### src/rtl/div_pkg.sv
// Shared definitions for the sequential divider: controller states and default operand width.
package div_pkg;

   localparam int unsigned DIV_WIDTH = 4;

   typedef enum logic [1:0] {
      IDLE = 2'd0,
      RUN  = 2'd1,
      DONE = 2'd2
   } div_state_t;

endpackage

### src/rtl/div_step.sv
// One restoring-division step: trial-subtract the divisor from the shifted partial remainder.
module div_step #(
   parameter int unsigned WIDTH = 4
) (
   input  logic [WIDTH:0]   i_shifted,
   input  logic [WIDTH-1:0] i_divisor,
   output logic [WIDTH-1:0] o_rem,
   output logic             o_qbit
);

   logic [WIDTH:0] w_diff;

   // The partial remainder stays below the divisor, so both the difference and
   // the restored value fit back into WIDTH bits.
   always_comb begin
      w_diff = i_shifted - {1'b0, i_divisor};
      o_qbit = ~w_diff[WIDTH];
      o_rem  = o_qbit ? w_diff[WIDTH-1:0] : i_shifted[WIDTH-1:0];
   end

endmodule

### src/rtl/seq_divider.sv
// Iterative restoring divider, one quotient bit per clock, with start/busy/done handshake.
// Define SEQ_DIVIDER_SIGNED_EN for two's-complement operands (quotient truncates toward zero).
module seq_divider
   import div_pkg::*;
#(
   parameter int unsigned WIDTH = DIV_WIDTH
) (
   input  logic             clk,
   input  logic             rst_n,
   input  logic             start,
   input  logic [WIDTH-1:0] dividend,
   input  logic [WIDTH-1:0] divisor,
   output logic             busy,
   output logic             done,
   output logic [WIDTH-1:0] quotient,
   output logic [WIDTH-1:0] remainder,
   output logic             div_by_zero
);

   localparam int unsigned   CW       = $clog2(WIDTH);
   localparam logic [CW-1:0] CNT_LAST = CW'(WIDTH - 1);

   div_state_t       r_state, w_state_nxt;
   logic [WIDTH-1:0] r_rem, r_dvd, r_dvs;
   logic [CW-1:0]    r_cnt;
   logic             w_accept, w_dvs_zero, w_qbit;
   logic [WIDTH-1:0] w_rem_nxt, w_dvd_in, w_dvs_in, w_q_res, w_r_res;
   logic [WIDTH:0]   w_shift;

   assign w_dvs_zero = (divisor == '0);
   assign w_accept   = start && (r_state != RUN);
   assign busy       = (r_state == RUN);
   assign done       = (r_state == DONE);
   assign w_shift    = {r_rem, r_dvd[WIDTH-1]};

   div_step #(.WIDTH(WIDTH)) u_step (
      .i_shifted (w_shift),
      .i_divisor (r_dvs),
      .o_rem     (w_rem_nxt),
      .o_qbit    (w_qbit)
   );

`ifdef SEQ_DIVIDER_SIGNED_EN
   logic r_neg_q, r_neg_r;

   assign w_dvd_in = dividend[WIDTH-1] ? -dividend : dividend;
   assign w_dvs_in = divisor[WIDTH-1]  ? -divisor  : divisor;
   assign w_q_res  = r_neg_q ? -{r_dvd[WIDTH-2:0], w_qbit} : {r_dvd[WIDTH-2:0], w_qbit};
   assign w_r_res  = r_neg_r ? -w_rem_nxt : w_rem_nxt;

   always_ff @(posedge clk or negedge rst_n) begin
      if (!rst_n) begin
         r_neg_q <= 1'b0;
         r_neg_r <= 1'b0;
      end else if (w_accept) begin
         r_neg_q <= dividend[WIDTH-1] ^ divisor[WIDTH-1];
         r_neg_r <= dividend[WIDTH-1];
      end
   end
`else
   assign w_dvd_in = dividend;
   assign w_dvs_in = divisor;
   assign w_q_res  = {r_dvd[WIDTH-2:0], w_qbit};
   assign w_r_res  = w_rem_nxt;
`endif

   always_ff @(posedge clk or negedge rst_n) begin
      if (!rst_n) r_state <= IDLE;
      else        r_state <= w_state_nxt;
   end

   always_comb begin
      w_state_nxt = r_state;
      unique case (r_state)
         IDLE:    if (start) w_state_nxt = w_dvs_zero ? DONE : RUN;
         RUN:     if (r_cnt == '0) w_state_nxt = DONE;
         DONE:    w_state_nxt = start ? (w_dvs_zero ? DONE : RUN) : IDLE;
         default: w_state_nxt = IDLE;
      endcase
   end

   always_ff @(posedge clk or negedge rst_n) begin
      if (!rst_n) begin
         r_rem       <= '0;
         r_dvd       <= '0;
         r_dvs       <= '0;
         r_cnt       <= '0;
         quotient    <= '0;
         remainder   <= '0;
         div_by_zero <= 1'b0;
      end else if (w_accept) begin
         r_rem <= '0;
         r_dvd <= w_dvd_in;
         r_dvs <= w_dvs_in;
         r_cnt <= CNT_LAST;
         // A zero divisor skips RUN, so its result is posted on the accept edge.
         if (w_dvs_zero) begin
            quotient    <= '1;
            remainder   <= dividend;
            div_by_zero <= 1'b1;
         end else begin
            div_by_zero <= 1'b0;
         end
      end else if (r_state == RUN) begin
         r_rem <= w_rem_nxt;
         r_dvd <= {r_dvd[WIDTH-2:0], w_qbit};
         r_cnt <= r_cnt - CW'(1);
         if (r_cnt == '0) begin
            quotient  <= w_q_res;
            remainder <= w_r_res;
         end
      end
   end

endmodule

### config.mk
export PLATFORM = sky130hd
export DESIGN_NAME = seq_divider
export DESIGN_NICKNAME = d
export VERILOG_FILES = /design/src/rtl/div_pkg.sv /design/src/rtl/div_step.sv /design/src/rtl/seq_divider.sv
export SDC_FILE = /design/constraint.sdc
export NUM_CORES = 1
export LEC_CHECK = 0
export CAP_MARGIN = 40
export CORE_ASPECT_RATIO = 1.2
export CORE_MARGIN = 2
export CORE_UTILIZATION = 44
export DETAILED_ROUTE_END_ITERATION = 16
export PLACE_DENSITY = 0.68
export SYNTH_ARGS = -nofsm -noshare
export SYNTH_HDL_FRONTEND = slang
export SYNTH_SLANG_ARGS = --single-unit
### constraint.sdc
create_clock -name clk -period 2.65 [get_ports clk]
set_input_delay 0.53 -clock clk [delete_from_list [all_inputs] [get_ports clk]]
set_output_delay 0.53 -clock clk [all_outputs]
set_load 0.01 [all_outputs]
; ---- Word-level counts from Yosys, hierarchy flattened
; Cells that the tools add are included.
[totals]
ff_bits = 25
in_bits = 11
out_inout_bits = 11
wordCells = 46
[op_classes]
add_sub_neg = 2
n_eq_ne = 6
mux = 21
n_bitwise = 1
n_reduce_logical = 8
[op_table]
columns = operator, count
row1 = two-way mux 4 bit, 13
row2 = two-way mux 2 bit, 6
row3 = "!= test 2 x 1 -> 1 bit, second input constant", 3
row4 = case mux 2 bit (3 select lines), 1
row5 = subtractor 5 x 4 -> 5 bit, 1
row6 = logical NOT 2 bit, 2
row7 = logical NOT 4 bit, 1
row8 = nonzero test 2 bit, 2
row9 = AND reduction 3 bit, 1
row10 = "equality test 2 x 1 -> 1 bit, second input constant", 1
row11 = "equality test 2 bit, second input constant", 1
row12 = "!= test 2 bit, second input constant", 1
row13 = AND reduction 2 bit, 1
row14 = "subtractor 2 x 1 -> 2 bit, second input constant", 1
row15 = logical AND 1 bit, 1
row16 = two-way mux 1 bit, 1
row17 = inverter 1 bit, 1

; ---- Logic depth before layout (Yosys ltp)
; Gate-level depths: netlist of run 1.
[logic_depth]
depth_word = 5
mapped_depth = 8

; ---- Cells and area by module
; A second synthesis of run 1 with hierarchy kept.
[unflattened]
hier_cells = 122
area_unflattened_um2 = 1276.2
[modules_own_cells]
columns = module, instances, cells_each, area_each_um2, seq_area_each_um2
row1 = seq_divider, 1, 98, 1074.8, 625.6
row2 = div_step, 1, 24, 201.4, 0.0

; ---- Worst setup path after synthesis of run 1
; OpenSTA, ideal clock, no wires.
[synth_timing]
path_type = register -> register
start = register r_dvd[3]
end = register remainder[2]
setup_ns = 0.136
t_arrival_ns = 1.948
slack_ns = 0.567
path_stages_with_launch = 9
n_path_buf = 0
synth_period_minus_slack_ns = 2.083
path_cell_list = dfrtp_1 > inv_1 > ha_1 > fa_1 > nand2b_2 > a21oi_4 > xor2_4 > mux2i_1 > a211oi_2
[synth_via]
elab_chain_cells = 5
[synth_lines]
columns = element, line_no
row1 = start: declaration, seq_divider.sv:24  ; logic [WIDTH-1:0] r_rem, r_dvd, r_dvs;
row2 = start signal: assignment, seq_divider.sv:93  ; r_dvd <= w_dvd_in;
row3 = start signal: assignment, seq_divider.sv:106  ; r_dvd <= {r_dvd[WIDTH-2:0], w_qbit};
row4 = subtractor 5 x 4 -> 5 bit, div_step.sv:16  ; w_diff = i_shifted - {1'b0, i_divisor};
row5 = two-way mux 4 bit, div_step.sv:18  ; o_rem = o_qbit ? w_diff[WIDTH-1:0] : i_shifted[WIDTH-1:0];
row6 = two-way mux 4 bit, seq_divider.sv:108  ; if (r_cnt == '0) begin
row7 = two-way mux 4 bit, seq_divider.sv:104  ; end else if (r_state == RUN) begin
row8 = two-way mux 4 bit, seq_divider.sv:91  ; end else if (w_accept) begin
row9 = end signal: assignment, seq_divider.sv:99  ; remainder <= dividend;
row10 = end signal: assignment, seq_divider.sv:110  ; remainder <= w_r_res;
row11 = end: declaration, seq_divider.sv:16  ; output logic [WIDTH-1:0] remainder,
; No other way between the ends. The select of a mux whose other input is x is not followed.
; A chain may end at the register's enable or synchronous reset.

; ---- Worst setup path after layout of run 1
[layout_timing]
start = register r_state[0]
end = output busy
[layout_via]
elab_chain_cells = 1
[layout_lines]
columns = element, line_no
row1 = start: declaration, seq_divider.sv:23  ; div_state_t r_state, w_state_nxt;
row2 = start signal: assignment, seq_divider.sv:69  ; else r_state <= w_state_nxt;
row3 = equality test 2 x 1 -> 1 bit, seq_divider.sv:32  ; assign busy = (r_state == RUN);
row4 = end: declaration, seq_divider.sv:13  ; output logic busy,
; No other way between the ends.

==> key figures, run 1 <==
Status
  – Status: complete, no violations

Logic synthesis
  – Sequential fraction of the synthesis area: 46.9%
  – Post-Syn Area: 1340 sq um
  – Top cells by area, synth: dfrtp_1, nand2_1, ha_1, o21ai_0, mux2i_1
  – Ys flop type: dfrtp_1
  – Avg Cell Area, Syn: 9.96 sq um
  – Synth warn: 0
  – #FFs+latches synth: 25
  – Netlist cell types: 35
  – Post-synthesis mux area share: 3.75%
  – Xor/xnor share of the synthesized area: 3.37%
  – Post-Syn Nets: 151
  – Simple-gate share of the synthesized area: 17.8%
  – Largest family of logic cells by synthesized area: simple AND/OR/NAND/NOR gates
  – Complex-gate fraction of the synthesized area: 17.6%
  – FFs w/ async S/R, synth: 100%
  – Yosys top cell by area: dfrtp_1
  – Area share of the leading cell type in the synthesized netlist: 46.9%
  – Cells after Synth: 134
  – Post-synth EDFFs: 0
  – Adder and majority gate portion of the synthesized area: 6.19%

Route
  – Total number of vias: 1036
  – DR iter-0 viols: 22
  – Vias/cell: 5.42
  – TritonRoute pass-1 iters: 4
  – DR WL/cell: 14.6 um
  – Routed Antenna Nets: 0
  – DRC: 0
  – WL final: 2.79 mm

Finish
  – Antenna diodes: 0
  – Area grow syn2layout: 20.8%
  – Layout cells sized above 1: 7.64%
  – Fin nets: 175
  – Finished Cell Area: 1610 sq um
  – Final core utilization: 56.8%

Clock network
  – CTS Buf Count: 3
  – Clock sink count: 25
  – # hold bufs at CTS: 0
  – H-Tree Level Count: 1
  – Resize count post-CTS: 0
  – CTS tree: done
  – Bufs on Longest Clock Path: 2
  – Setup Fix Bufs, Post-CTS: 0
  – CTS root buffer: clkbuf_4
  – CTS clk-pin slew, worst paths: 0.13 ns
  – Clk_lat worst skew: 0.32 ns

Floorplan
  – CORE AREA: 2840 sq um
  – Die Wd: 54.3 um
  – Row cnt: 21
  – Initial core utilization: 47.0%
  – DIE AREA: 3490 sq um
  – Die Height: 64.3 um
  – Io pins: 22

Pwr
  – PD cells: 1270 nW/um^2
  – Comb power frac: 57.4%
  – Switching Share: 42.7%
  – Sequential Power Share: 34.2%
  – Clk network pwr share: 8.4%
  – Peak VDD IR: 603 uV
  – Internal power: 1.18 mW
  – Sw power: 0.877 mW
  – Lkg Pwr: 0.714 nW

STA
  – Clock Skews: 0.00592 ns
  – Pins Over Slew Limit: 0
  – Period minus WS final: 2.39 ns
  – Final hold vios: 0
  – Worst Max-Slew Pin Slew: 0.390 ns
  – Setup TNS: 0 ns
  – Hold slack final: 0.496 ns
  – Fmax: 0.418 GHz
  – RSZ-0062 raised after global routing: no
  – Final setup viols: 0
  – Tcrit/Tclk final: 90.2%
  – Rel. slew slack: 74.0%

Worst setup path
  – CP Buf/Inv Count: 2
  – Critical path launch point type: flop
  – Crit path cell chain: nand2b_1 -> clkinv_2 -> clkdlybuf4s50_1
  – Crit. End Element: output pin
  – Arr. time, crit path: 1.86 ns
  – Critical setup path kind: flop to output pin
  – Worst-path maximum fanout: 19
  – Crit-path leading delay family: buffers and inverters
  – Slowest stage delay, CP: 0.55 ns
  – Critical path data required time: 2.12 ns
  – Critical Path Slowest Stage Cell: clkdlybuf4s50_1

GRT
  – Remaining Overflow, GRT: 0
  – Number of global-route vias before repair: 1051
  – All-Layer GR Usage: 18.8%
  – First-pass GRT wire length: 4.75 mm
  – Largest net degree at the start of global routing: 26
  – Initial antenna violation count: 0

Placed design
  – IO Port Bufs: 21
  – Final GP Congestion: 0.780
  – Post-detail-place hpwl: 2.11 mm
  – Placed Area: 1590 sq um

Job
  – Maxcap violations: 0

Worst hold path
  – HP Class: flop to flop
[layout by cell type, fill, tap and decap left out]
cell and instances:
o21ai_1 1, dfrtp_1 25, clkbuf_4 3, xor2_1 1, ha_1 5, and2_1 3, nor2_1 9, inv_1 8
o32ai_1 1, nand2_1 20, nor2b_1 1, nand2b_1 6, nand2b_2 1, clkinv_2 1, a21o_1 2, mux2i_1 5
xor2_4 1, nor4_4 1, o21ai_0 11, fa_1 1, o211ai_1 2, a31oi_1 2, clkbuf_1 1, nand3_1 2
a21oi_4 1, a41oi_1 2, a21oi_1 5, nor4_1 1, or4_1 1, nand3b_1 1, a211oi_2 1, nor3_1 1
o22a_1 4, buf_4 3, clkdlybuf4s50_1 21, a211o_1 2, xnor2_1 1
[sequential cells by signal, indices dropped and copies added, names as in the netlist]
signal / flops
remainder: 4
r_dvd: 4
r_cnt: 2
r_rem: 4
div_by_zero: 1
r_dvs: 4
r_state: 2
quotient: 4
[power by group through the flow]
| stage | Clock, mW | Combinational [mW] | Sequential [mW] |
|---|---|---|---|
| after global placement | 0 | 1.16 | 0.701 |
| final | 0.172 | 1.18 | 0.703 |
| after floorplan | 0 | 0.846 | 0.687 |
| after CTS | 0.180 | 1.20 | 0.706 |
| after global routing | 0.190 | 1.33 | 0.733 |
| after detailed placement | 0 | 1.19 | 0.712 |
[layout make-up]
type	count	area [sq um]
fillers	256	1220
multi-input cells	95	651
flip-flops and latches	25	626
inverters	9	35.0
clock buffers	4	26.3
well taps	34	42.5
repair buffers	24	233
[synthesized netlist by cell type, types with 2 or more instances]
| cell type | n |
|---|---|
| dfrtp_1 | 25 |
| buf_2 | 4 |
| a41oi_1 | 2 |
| a21o_1 | 2 |
| nand2_1 | 20 |
| a31oi_1 | 2 |
| mux2i_1 | 5 |
| ha_1 | 5 |
| o21ai_0 | 11 |
| nand3_1 | 2 |
| a21oi_1 | 5 |
| o22a_1 | 4 |
| a211o_1 | 2 |
| o211ai_1 | 2 |
| nand2b_1 | 6 |
| inv_1 | 8 |
| and2_1 | 3 |
| nor2_1 | 9 |
[routing by layer]
metal	GRT usage [%]	wire length [um]	share of wire, %	vias to the layer above
li1	-	-	-	508
met3	2.57	62	2.2	2
met5	0	0	0	-
met4	7.50	21	0.75	0
met1	25.4	1290	46	511
met2	29.5	1420	51	15
[cells by family after synthesis]
group | after synthesis
simple gates | 47
compound gates | 34
flops | 25
buf+inv | 14
fa+ha+maj | 6
mux | 5
xor+xnor | 3
[worst paths after layout]
kind                       startpoint      endpoint  slack (ns)  cells after the start
min                          r_cnt[0]      r_cnt[0]        0.50                      1
min in group asynchronous       rst_n      r_dvs[1]        0.55                      2
min reg2reg                  r_cnt[0]      r_cnt[0]        0.50                      1
max reg2reg                  r_dvd[3]  remainder[2]        0.38                      8
max                        r_state[0]          busy        0.26                      3
max in group asynchronous       rst_n  remainder[0]        1.85                      2
[stage by stage]
| step | power, mW | cells | worst slack (ns) |
|---|---|---|---|
| after detailed placement | 1.90 | 187 | 0.374 |
| final | 2.06 | 191 | 0.260 |
| after global routing | 2.25 | 191 | 0.143 |
| after global placement | 1.86 | 187 | 0.397 |
| after CTS | 2.08 | 191 | 0.263 |
| after floorplan | 1.53 | 134 | 0.567 |
No activity file was read; power rests on OpenSTA's default activity.
==> run 2: changes to the inputs <==
--- a/config.mk
+++ b/config.mk
@@ -5,12 +5,13 @@
 export SDC_FILE = /design/constraint.sdc
 export NUM_CORES = 1
 export LEC_CHECK = 0
+export ABC_AREA = 1
 export CAP_MARGIN = 40
 export CORE_ASPECT_RATIO = 1.2
 export CORE_MARGIN = 2
 export CORE_UTILIZATION = 44
 export DETAILED_ROUTE_END_ITERATION = 16
-export PLACE_DENSITY = 0.68
+export PLACE_DENSITY = 0.67
 export SYNTH_ARGS = -nofsm -noshare
 export SYNTH_HDL_FRONTEND = slang
 export SYNTH_SLANG_ARGS = --single-unit
==> run 2 against run 1 <==
Compared with the run above:
- critical endpoint unchanged
- power decreased by 2.6%
- worst setup slack improved by 0.24 ns
- first-iteration DRC count increased by 50%
- synthesized area increased by 7.2%
- via count increased by 15%
- die area increased by 6.7%
- core utilization decreased by 2.0 points
- global-route usage decreased by 0.57 points
==> key figures, run 2 <==
Status
  – Status: complete, no violations

Route
  – DRC: 0
  – DR WL/cell: 12.6 um
  – Total number of vias: 1195
  – WL final: 2.95 mm
  – DR iter-0 viols: 33
  – Vias/cell: 5.09
  – Routed Antenna Nets: 0
  – TritonRoute pass-1 iters: 4

Clock network
  – Setup Fix Bufs, Post-CTS: 0
  – Bufs on Longest Clock Path: 2
  – H-Tree Level Count: 1
  – CTS root buffer: clkbuf_4
  – Resize count post-CTS: 0
  – CTS tree: done
  – CTS clk-pin slew, worst paths: 0.14 ns
  – Clk_lat worst skew: 0.31 ns
  – # hold bufs at CTS: 0
  – CTS Buf Count: 3
  – Clock sink count: 25

Worst setup path
  – Critical path data required time: 2.12 ns
  – Worst-path maximum fanout: 6
  – Critical path launch point type: flop
  – Worst Reg2Reg Path Length in Cells: 12
  – Arr. time, crit path: 1.62 ns
  – Critical setup path kind: flop to output pin
  – Capturing point of the worst reg2reg path: remainder[3]
  – Worst reg2reg path startpoint: r_dvd[3]
  – Crit. End Element: output pin
  – Worst reg2reg setup slack: 0.67 ns

STA
  – Rel. slew slack: 75.6%
  – Hold slack final: 0.509 ns
  – Final setup viols: 0
  – Tcrit/Tclk final: 81.3%
  – Pins Over Slew Limit: 0
  – RSZ-0062 raised after global routing: no
  – Period minus WS final: 2.15 ns
  – Worst Max-Slew Pin Slew: 0.365 ns
  – Final hold vios: 0
  – Clock Skews: 0.00574 ns
  – Setup TNS: 0 ns
  – Fmax: 0.464 GHz

Finish
  – Fin cells: 235
  – Final core utilization: 54.8%
  – Antenna diodes: 0
  – Most frequent cells in the layout: nand2_1, inv_1, dfrtp_1, clkdlybuf4s50_1, nand3_1
  – Fill cells: 307
  – Layout cells sized above 1: 9.05%
  – Area grow syn2layout: 18.1%
  – Most common cell after layout, fill and taps aside: nand2_1
  – Finished Cell Area: 1690 sq um
  – Fin nets: 217

Logic synthesis
  – Avg Cell Area, Syn: 8.13 sq um
  – Netlist cell types: 24
  – Ys flop type: dfrtp_1
  – Area share of the leading cell type in the synthesized netlist: 43.7%
  – Commonest cells post-synth: nand2_1, inv_1, dfrtp_1
  – Post-Syn Area: 1430 sq um
  – Most common cell in the netlist: nand2_1
  – Yosys top cell by area: dfrtp_1
  – Post-Syn Nets: 193
  – Top cells by area, synth: dfrtp_1, nand2_1, inv_1, nand3_1, ha_1
  – FFs w/ async S/R, synth: 100%
  – Post-synth EDFFs: 0
  – Synth warn: 0
  – Cells after Synth: 176
  – Sequential fraction of the synthesis area: 43.7%
  – #FFs+latches synth: 25

Placed design
  – Final GP Congestion: 0.863
  – IO Port Bufs: 21
  – Post-detail-place hpwl: 2.23 mm
  – Placed cells: 231
  – Placed Area: 1660 sq um

Pwr
  – Peak VDD IR: 617 uV
  – PD cells: 1180 nW/um^2
  – Lkg Pwr: 0.891 nW

Floorplan
  – DIE AREA: 3730 sq um
  – Row cnt: 22
  – Initial core utilization: 46.4%
  – CORE AREA: 3080 sq um
  – Die Height: 66.5 um
  – Die Wd: 56.1 um
  – Io pins: 22

GRT
  – Largest net degree at the start of global routing: 26
  – Initial antenna violation count: 0
  – Number of global-route vias before repair: 1264
  – All-Layer GR Usage: 18.2%
  – First-pass GRT wire length: 5.40 mm
  – Remaining Overflow, GRT: 0

Worst hold path
  – Hold-critical path depth: 2
  – Worst Hold End: quotient[3]
  – Worst hold start: quotient[3]
  – HP Class: flop to flop

Job
  – Maxcap violations: 0
run 2: cell types whose count changed after synthesis, moves of 5 or more:
cell / delta
nor2_1: +5
mux2i_1: -5
nand2_1: +23
nand3_1: +18
inv_1: +22
nand2b_1: -6
run 2: critical path, cell delays in order (launching register included):
cell             delay [ns]
dfrtp_1                0.46
inv_2                  0.08
nor2_4                 0.19
clkdlybuf4s50_1        0.58
run 2: per-stage QoR:
step	power, mW	worst slack, ns
after floorplan	1.49	0.983
after global placement	1.80	0.613
after detailed placement	1.84	0.531
after CTS	2.01	0.484
after global routing	2.22	0.421
final	2.00	0.496
run 2: worst max-delay path by stage:
stage / from / end
floorplan: r_dvd[3] / remainder[3]
global placement: start / remainder[0]
detailed placement: start / remainder[0]
CTS: r_state[0] / busy
global route: r_state[0] / busy
finish: r_state[0] / busy
run 2: cells by family (layout without fill, tap and decap cells):
| family | after synthesis | in the layout | share of synthesized area, % |
|---|---|---|---|
| compound gates | 20 | 20 | 8.65 |
| simple gates | 89 | 89 | 30.8 |
| buf+inv | 35 | 58 | 10.5 |
| flops | 25 | 25 | 43.7 |
| fa+ha+maj | 6 | 6 | 5.77 |
| xor+xnor | 1 | 1 | 0.612 |
run 2: metal layers:
layer  part of all wire (%)  GRT usage [%]  routed length [um]
met1                     46           23.6                1370
met2                     50           31.2                1470
met3                    3.4           2.52                 100
met4                   0.58           6.25                  17
met5                      0              0                   0
run 2: report_power, final:
group / total [mW] / internal, mW / switching (mW)
Clock: 0.172 / 0.0588 / 0.113
Combinational: 1.16 / 0.484 / 0.680
Sequential: 0.666 / 0.552 / 0.114
run 2: layout make-up:
type | instances | area [sq um] | share of cell area (%)
Multi-Input combinational cell | 116 | 656 | 38.8
Sequential cell | 25 | 626 | 37.0
Timing Repair Buffer | 22 | 218 | 12.9
Inverter | 32 | 120 | 7.11
Tap cell | 36 | 45.0 | 2.66
Clock buffer | 4 | 26.3 | 1.55
==> run 3: changes to the inputs <==
--- a/config.mk
+++ b/config.mk
@@ -11,7 +11,7 @@
 export CORE_MARGIN = 2
 export CORE_UTILIZATION = 44
 export DETAILED_ROUTE_END_ITERATION = 16
-export PLACE_DENSITY = 0.67
+export PLACE_DENSITY = 0.7
 export SYNTH_ARGS = -nofsm -noshare
 export SYNTH_HDL_FRONTEND = slang
 export SYNTH_SLANG_ARGS = --single-unit
==> constraint.sdc (replaced) <==
create_clock -name clk -period 1.7 [get_ports clk]
set_input_delay 0.34 -clock clk [delete_from_list [all_inputs] [get_ports clk]]
set_output_delay 0.34 -clock clk [all_outputs]
set_load 0.01 [all_outputs]
==> run 3 against run 2 <==
Compared with the run above:
- the flow now finishes with violations (negative setup slack)
- worst hold slack worse by 0.17 ns
- routed wire length grew 12%
- worst setup slack got worse by 0.57 ns
- critical path type is now flop to flop
- critical endpoint is now quotient[0]
==> key figures, run 3 (synthesis gave the netlist of run 2 again) <==
Clock network
  – Clk_lat worst skew: 0.34 ns
  – CTS clk-pin slew, worst paths: 0.16 ns
  – CTS root buffer: clkbuf_4
  – Bufs on Longest Clock Path: 2
  – H-Tree Level Count: 1
  – CTS Buf Count: 3
  – CTS tree: done
  – Clock sink count: 25

Finish
  – Final core utilization: 63.1%
  – Fin nets: 235
  – Most frequent cells in the layout: nand2_1, inv_1, dfrtp_1, clkdlybuf4s50_1, buf_4
  – Antenna diodes: 0
  – Layout cells sized above 1: 27.2%
  – Area of the multi-input gates: 763 sq um
  – Area grow syn2layout: 35.8%
  – Fill cells: 257
  – Finished Cell Area: 1940 sq um
  – Storage cell area: 626 sq um
  – Fin cells: 253
  – Most common cell after layout, fill and taps aside: nand2_1

STA
  – Final hold vios: 0
  – Worst Max-Slew Pin Slew: 0.334 ns
  – Hold slack final: 0.339 ns
  – Final WS setup: -0.0703 ns
  – Fmax: 0.565 GHz
  – RSZ-0062 raised after global routing: yes
  – Final setup viols: 10
  – Pins Over Slew Limit: 0
  – Rel. slew slack: 77.7%
  – Period minus WS final: 1.77 ns
  – Clock Skews: 0.0206 ns
  – Tcrit/Tclk final: 104%

Route
  – DR iter-0 viols: 54
  – Routed Antenna Nets: 0
  – DR WL/cell: 13.1 um
  – Vias/cell: 5.02
  – DRC: 0
  – Total number of vias: 1270
  – TritonRoute pass-1 iters: 4
  – WL final: 3.32 mm

Floorplan
  – Row cnt: 22
  – Io pins: 22
  – DIE AREA: 3730 sq um
  – Die Wd: 56.1 um
  – CORE AREA: 3080 sq um
  – Die Height: 66.5 um
  – Initial core utilization: 46.4%

Job
  – Maxcap violations: 0

GRT
  – Remaining Overflow, GRT: 0
  – Largest net degree at the start of global routing: 26
  – All-Layer GR Usage: 19.7%
  – First-pass GRT wire length: 5.73 mm
  – Initial antenna violation count: 0
  – Number of global-route vias before repair: 1317

Placed design
  – Post-detail-place hpwl: 2.42 mm
  – Final GP Congestion: 0.896
  – Placed cells: 246
  – IO Port Bufs: 21
  – Placed Area: 1790 sq um

Status
  – Failing checks: negative setup slack
  – Status: finished, violations left

Worst setup path
  – Critical Path End: quotient[0]
  – Worst-path maximum fanout: 5
  – Capturing point of the worst reg2reg path: quotient[0]
  – Worst Reg2Reg Path Length in Cells: 10
  – Critical path launch point type: flop
  – CP startpoint: r_dvd[3]
  – Worst reg2reg path startpoint: r_dvd[3]
  – Critical path data required time: 1.91 ns
  – Worst reg2reg setup slack: -0.07 ns
  – Critical setup path kind: flop to flop
  – Crit. End Element: flop
  – Arr. time, crit path: 1.98 ns

Worst hold path
  – HP Class: primary input to async pin

Pwr
  – Lkg Pwr: 1.01 nW
  – Peak VDD IR: 1170 uV
  – Total chip power: 3.71 mW
  – PD cells: 1910 nW/um^2
-- run 3: cell count changes in the layout (fill, tap and decap cells not counted), sizes merged --
cell | previous run | this run
buf | 1 | 19
clkbuf | 4 | 3
clkdlybuf4s50 | 21 | 19
clkinv | 0 | 1
dlygate4sd2 | 0 | 2
-- run 3: worst min path at each step --
stage | start | endpoint | slack (ns) | depth (start not counted)
2_1_floorplan | rst_n | div_by_zero | 0.04 | 0
3_3_place_gp | div_by_zero | div_by_zero | 0.47 | 2
3_5_place_dp | div_by_zero | div_by_zero | 0.48 | 2
4_1_cts | rst_n | r_dvd[0] | 0.35 | 2
5_1_grt | rst_n | r_rem[1] | 0.38 | 2
6_report | rst_n | r_dvd[2] | 0.34 | 2
-- run 3: final cells by class --
type / instances / area share, %
Multi-Input combinational cell: 116 / 39.3
Sequential cell: 25 / 32.2
Timing Repair Buffer: 40 / 18.7
Inverter: 32 / 6.18
Tap cell: 36 / 2.32
Clock buffer: 3 / 1.16
Clock inverter: 1 / 0.257
-- run 3: worst max-delay path, cell delays in order, from the launching register on --
cell	delay [ns]
dfrtp_1	0.39
inv_1	0.05
ha_2	0.19
fa_2	0.40
inv_2	0.08
nand2_2	0.05
nand2_2	0.09
nand3_2	0.08
nand2_4	0.13
buf_4	0.12
a31oi_1	0.07
-- run 3: per-stage QoR --
| step | setup TNS (ns) | setup slack (ns) |
|---|---|---|
| after global routing | -1.71 | -0.215 |
| after global placement | -0.310 | -0.0892 |
| final | -0.466 | -0.0703 |
| after detailed placement | -1.33 | -0.143 |
| after floorplan | 0 | 0.0330 |
| after CTS | -0.0447 | -0.0230 |
-- run 3: timing repair --
action                                  in CTS  in global routing
buffers inserted                             2                  1
resized for setup                           15                 12
hold buffers                                 0                  0
endpoints found under the setup margin      12                 10
pin swaps                                    2                  7
-- run 3: report_power, final --
group / switching, mW / internal [mW] / leakage (nW) / total [mW]
Sequential: 0.183 / 0.861 / 0.306 / 1.04
Combinational: 1.34 / 1.05 / 0.686 / 2.39
Clock: 0.191 / 0.0884 / 0.0177 / 0.280
Total: 1.72 / 2.00 / 1.01 / 3.71
-- run 3: routing by layer --
layer | vias to the layer above | global-route usage [%] | routed length, um
li1 | 636 | - | -
met5 | - | 0 | 0
met4 | 0 | 8.33 | 53
met1 | 606 | 22.7 | 1350
met2 | 23 | 37.1 | 1810
met3 | 5 | 1.94 | 106
==> edit: new RTL, config.mk and constraints of run 1 <==
Re-encode `div_state_t` (3 states) as one-hot, 3 bits wide.
--- a/src/rtl/div_pkg.sv
+++ b/src/rtl/div_pkg.sv
@@ -3,10 +3,10 @@
 
    localparam int unsigned DIV_WIDTH = 4;
 
-   typedef enum logic [1:0] {
-      IDLE = 2'd0,
-      RUN  = 2'd1,
-      DONE = 2'd2
+   typedef enum logic [2:0] {
+      IDLE = 3'b001,
+      RUN  = 3'b010,
+      DONE = 3'b100
    } div_state_t;
 
 endpackage
Behaviour: no difference found for any inputs over 10 cycles, from zero or initial values and one cycle with rst_n low; not proved beyond that.
==> edit against run 1 <==
Routed wire length up 4.8%. Worst setup slack worse by 0.081 ns. Area after synthesis up 4.6%. Total power down 21%. Cell area up 5.0%. Sequential power down 7.0%. Sequential cell count up 1. Largest cell class unchanged.
==> edit: results <==
{
  "status": "finished clean",
  "drt_iter0_markers": 24,
  "synth_nets": 154,
  "grt_pass1_vias": 1133,
  "critPathLaunch": "r_dvd[3]",
  "use_met3_pct": 2.56,
  "pre_cts_ws_ns": 0.164,
  "cp.arrival_ns": 2.72,
  "use_met2_pct": 31.7,
  "detailroute.wirelength.met2_um": 1460,
  "drt-met1-wl_um": 1330,
  "max_freq_mhz": 405,
  "nets": 180,
  "met1_track_utilization_from_global_routing_pct": 21.3,
  "cp_max_fo": 8,
  "total_leakage_power_nw": 0.713,
  "crit-reg2reg-capture": "remainder[3]",
  "fillers": 282,
  "ys_seq_area_share_pct": 46.7,
  "detail_route.wl_per_cell_um": 14.8,
  "synth_area_per_cell_um2": 10.2,
  "netlist_top_cells_area": "sky130_fd_sc_hd__dfrtp_1 (45%), sky130_fd_sc_hd__o21ai_0 (6.1%), sky130_fd_sc_hd__ha_1 (4.5%)",
  "gr-usage-all-layers_pct": 17.6,
  "crit_type": "register to register",
  "synth.distinct_cells": 37,
  "tightestPinTransition_ns": 0.821,
  "post_dp_cell_area_um2": 1660,
  "seqCellArea_um2": 652,
  "setup_slack_reg_to_reg_ns": 0.18,
  "finalNonFillerCells": 198,
  "ratio_of_routed_vias_to_standard_cells": 5.48,
  "drive_gt1_share_pct": 13.6,
  "cell_types_with_the_highest_counts_after_synthesis": "sky130_fd_sc_hd__dfrtp_1 (25), sky130_fd_sc_hd__o21ai_0 (17), sky130_fd_sc_hd__nand2_1 (13)",
  "met3_wire_length_um": 107,
  "grt_pass1_wl_um": 5050,
  "maximum_number_of_pins_on_one_net_before_global_route_repair": 27,
  "timing.clock.skew_ns": 0.00162
}
## edit: cell count changes in the layout (fill, tap and decap cells not counted), sizes merged, moves of 3 or more
cell and delta:
nand2b -4, and2 -3, mux2 +3, or4b +4, nand2 -6, a31oi +3, o21ai +6
## edit: critical path, cell delays in order (launching register included)
cell	delay (ns)
sky130_fd_sc_hd__dfrtp_1	0.38
sky130_fd_sc_hd__inv_1	0.06
sky130_fd_sc_hd__ha_1	0.22
sky130_fd_sc_hd__fa_1	0.39
sky130_fd_sc_hd__nand2b_1	0.15
sky130_fd_sc_hd__a21oi_1	0.17
sky130_fd_sc_hd__xnor2_1	0.27
sky130_fd_sc_hd__or4b_4	0.60
sky130_fd_sc_hd__a41oi_2	0.16
## edit: report_power, final
part | internal (W) | leakage (nW) | switching (W)
logic | 0.000386 | 0.388 | 0.000383
registers | 0.000547 | 0.304 | 0.000107
clock network | 0.0000839 | 0.0210 | 0.000114
## edit: cell families after synthesis
| group | count (synthesis) | synth area share [%] |
|---|---|---|
| xor+xnor | 3 | 1.88 |
| buf+inv | 15 | 5.29 |
| mux | 8 | 6.00 |
| compound gates | 36 | 15.9 |
| simple gates | 43 | 18.4 |
| fa+ha+maj | 6 | 5.91 |
| flops | 26 | 46.7 |
## edit: area by class of cell
cell class,count,share of cell area [%]
Tap cell,36,2.66
Sequential cell,26,38.5
Multi-Input combinational cell,96,39.6
Timing Repair Buffer,26,14.6
Inverter,10,2.51
Clock buffer,4,2.14
## edit: worst min-delay path by stage
stage | from | end | slack, ns
after global routing | r_cnt[0] | r_cnt[0] | 0.53
after floorplan | rst_n | div_by_zero | 0.23
after global placement | r_cnt[0] | r_cnt[0] | 0.46
final | r_cnt[0] | r_cnt[0] | 0.50
after CTS | r_cnt[0] | r_cnt[0] | 0.51
after detailed placement | div_by_zero | div_by_zero | 0.48
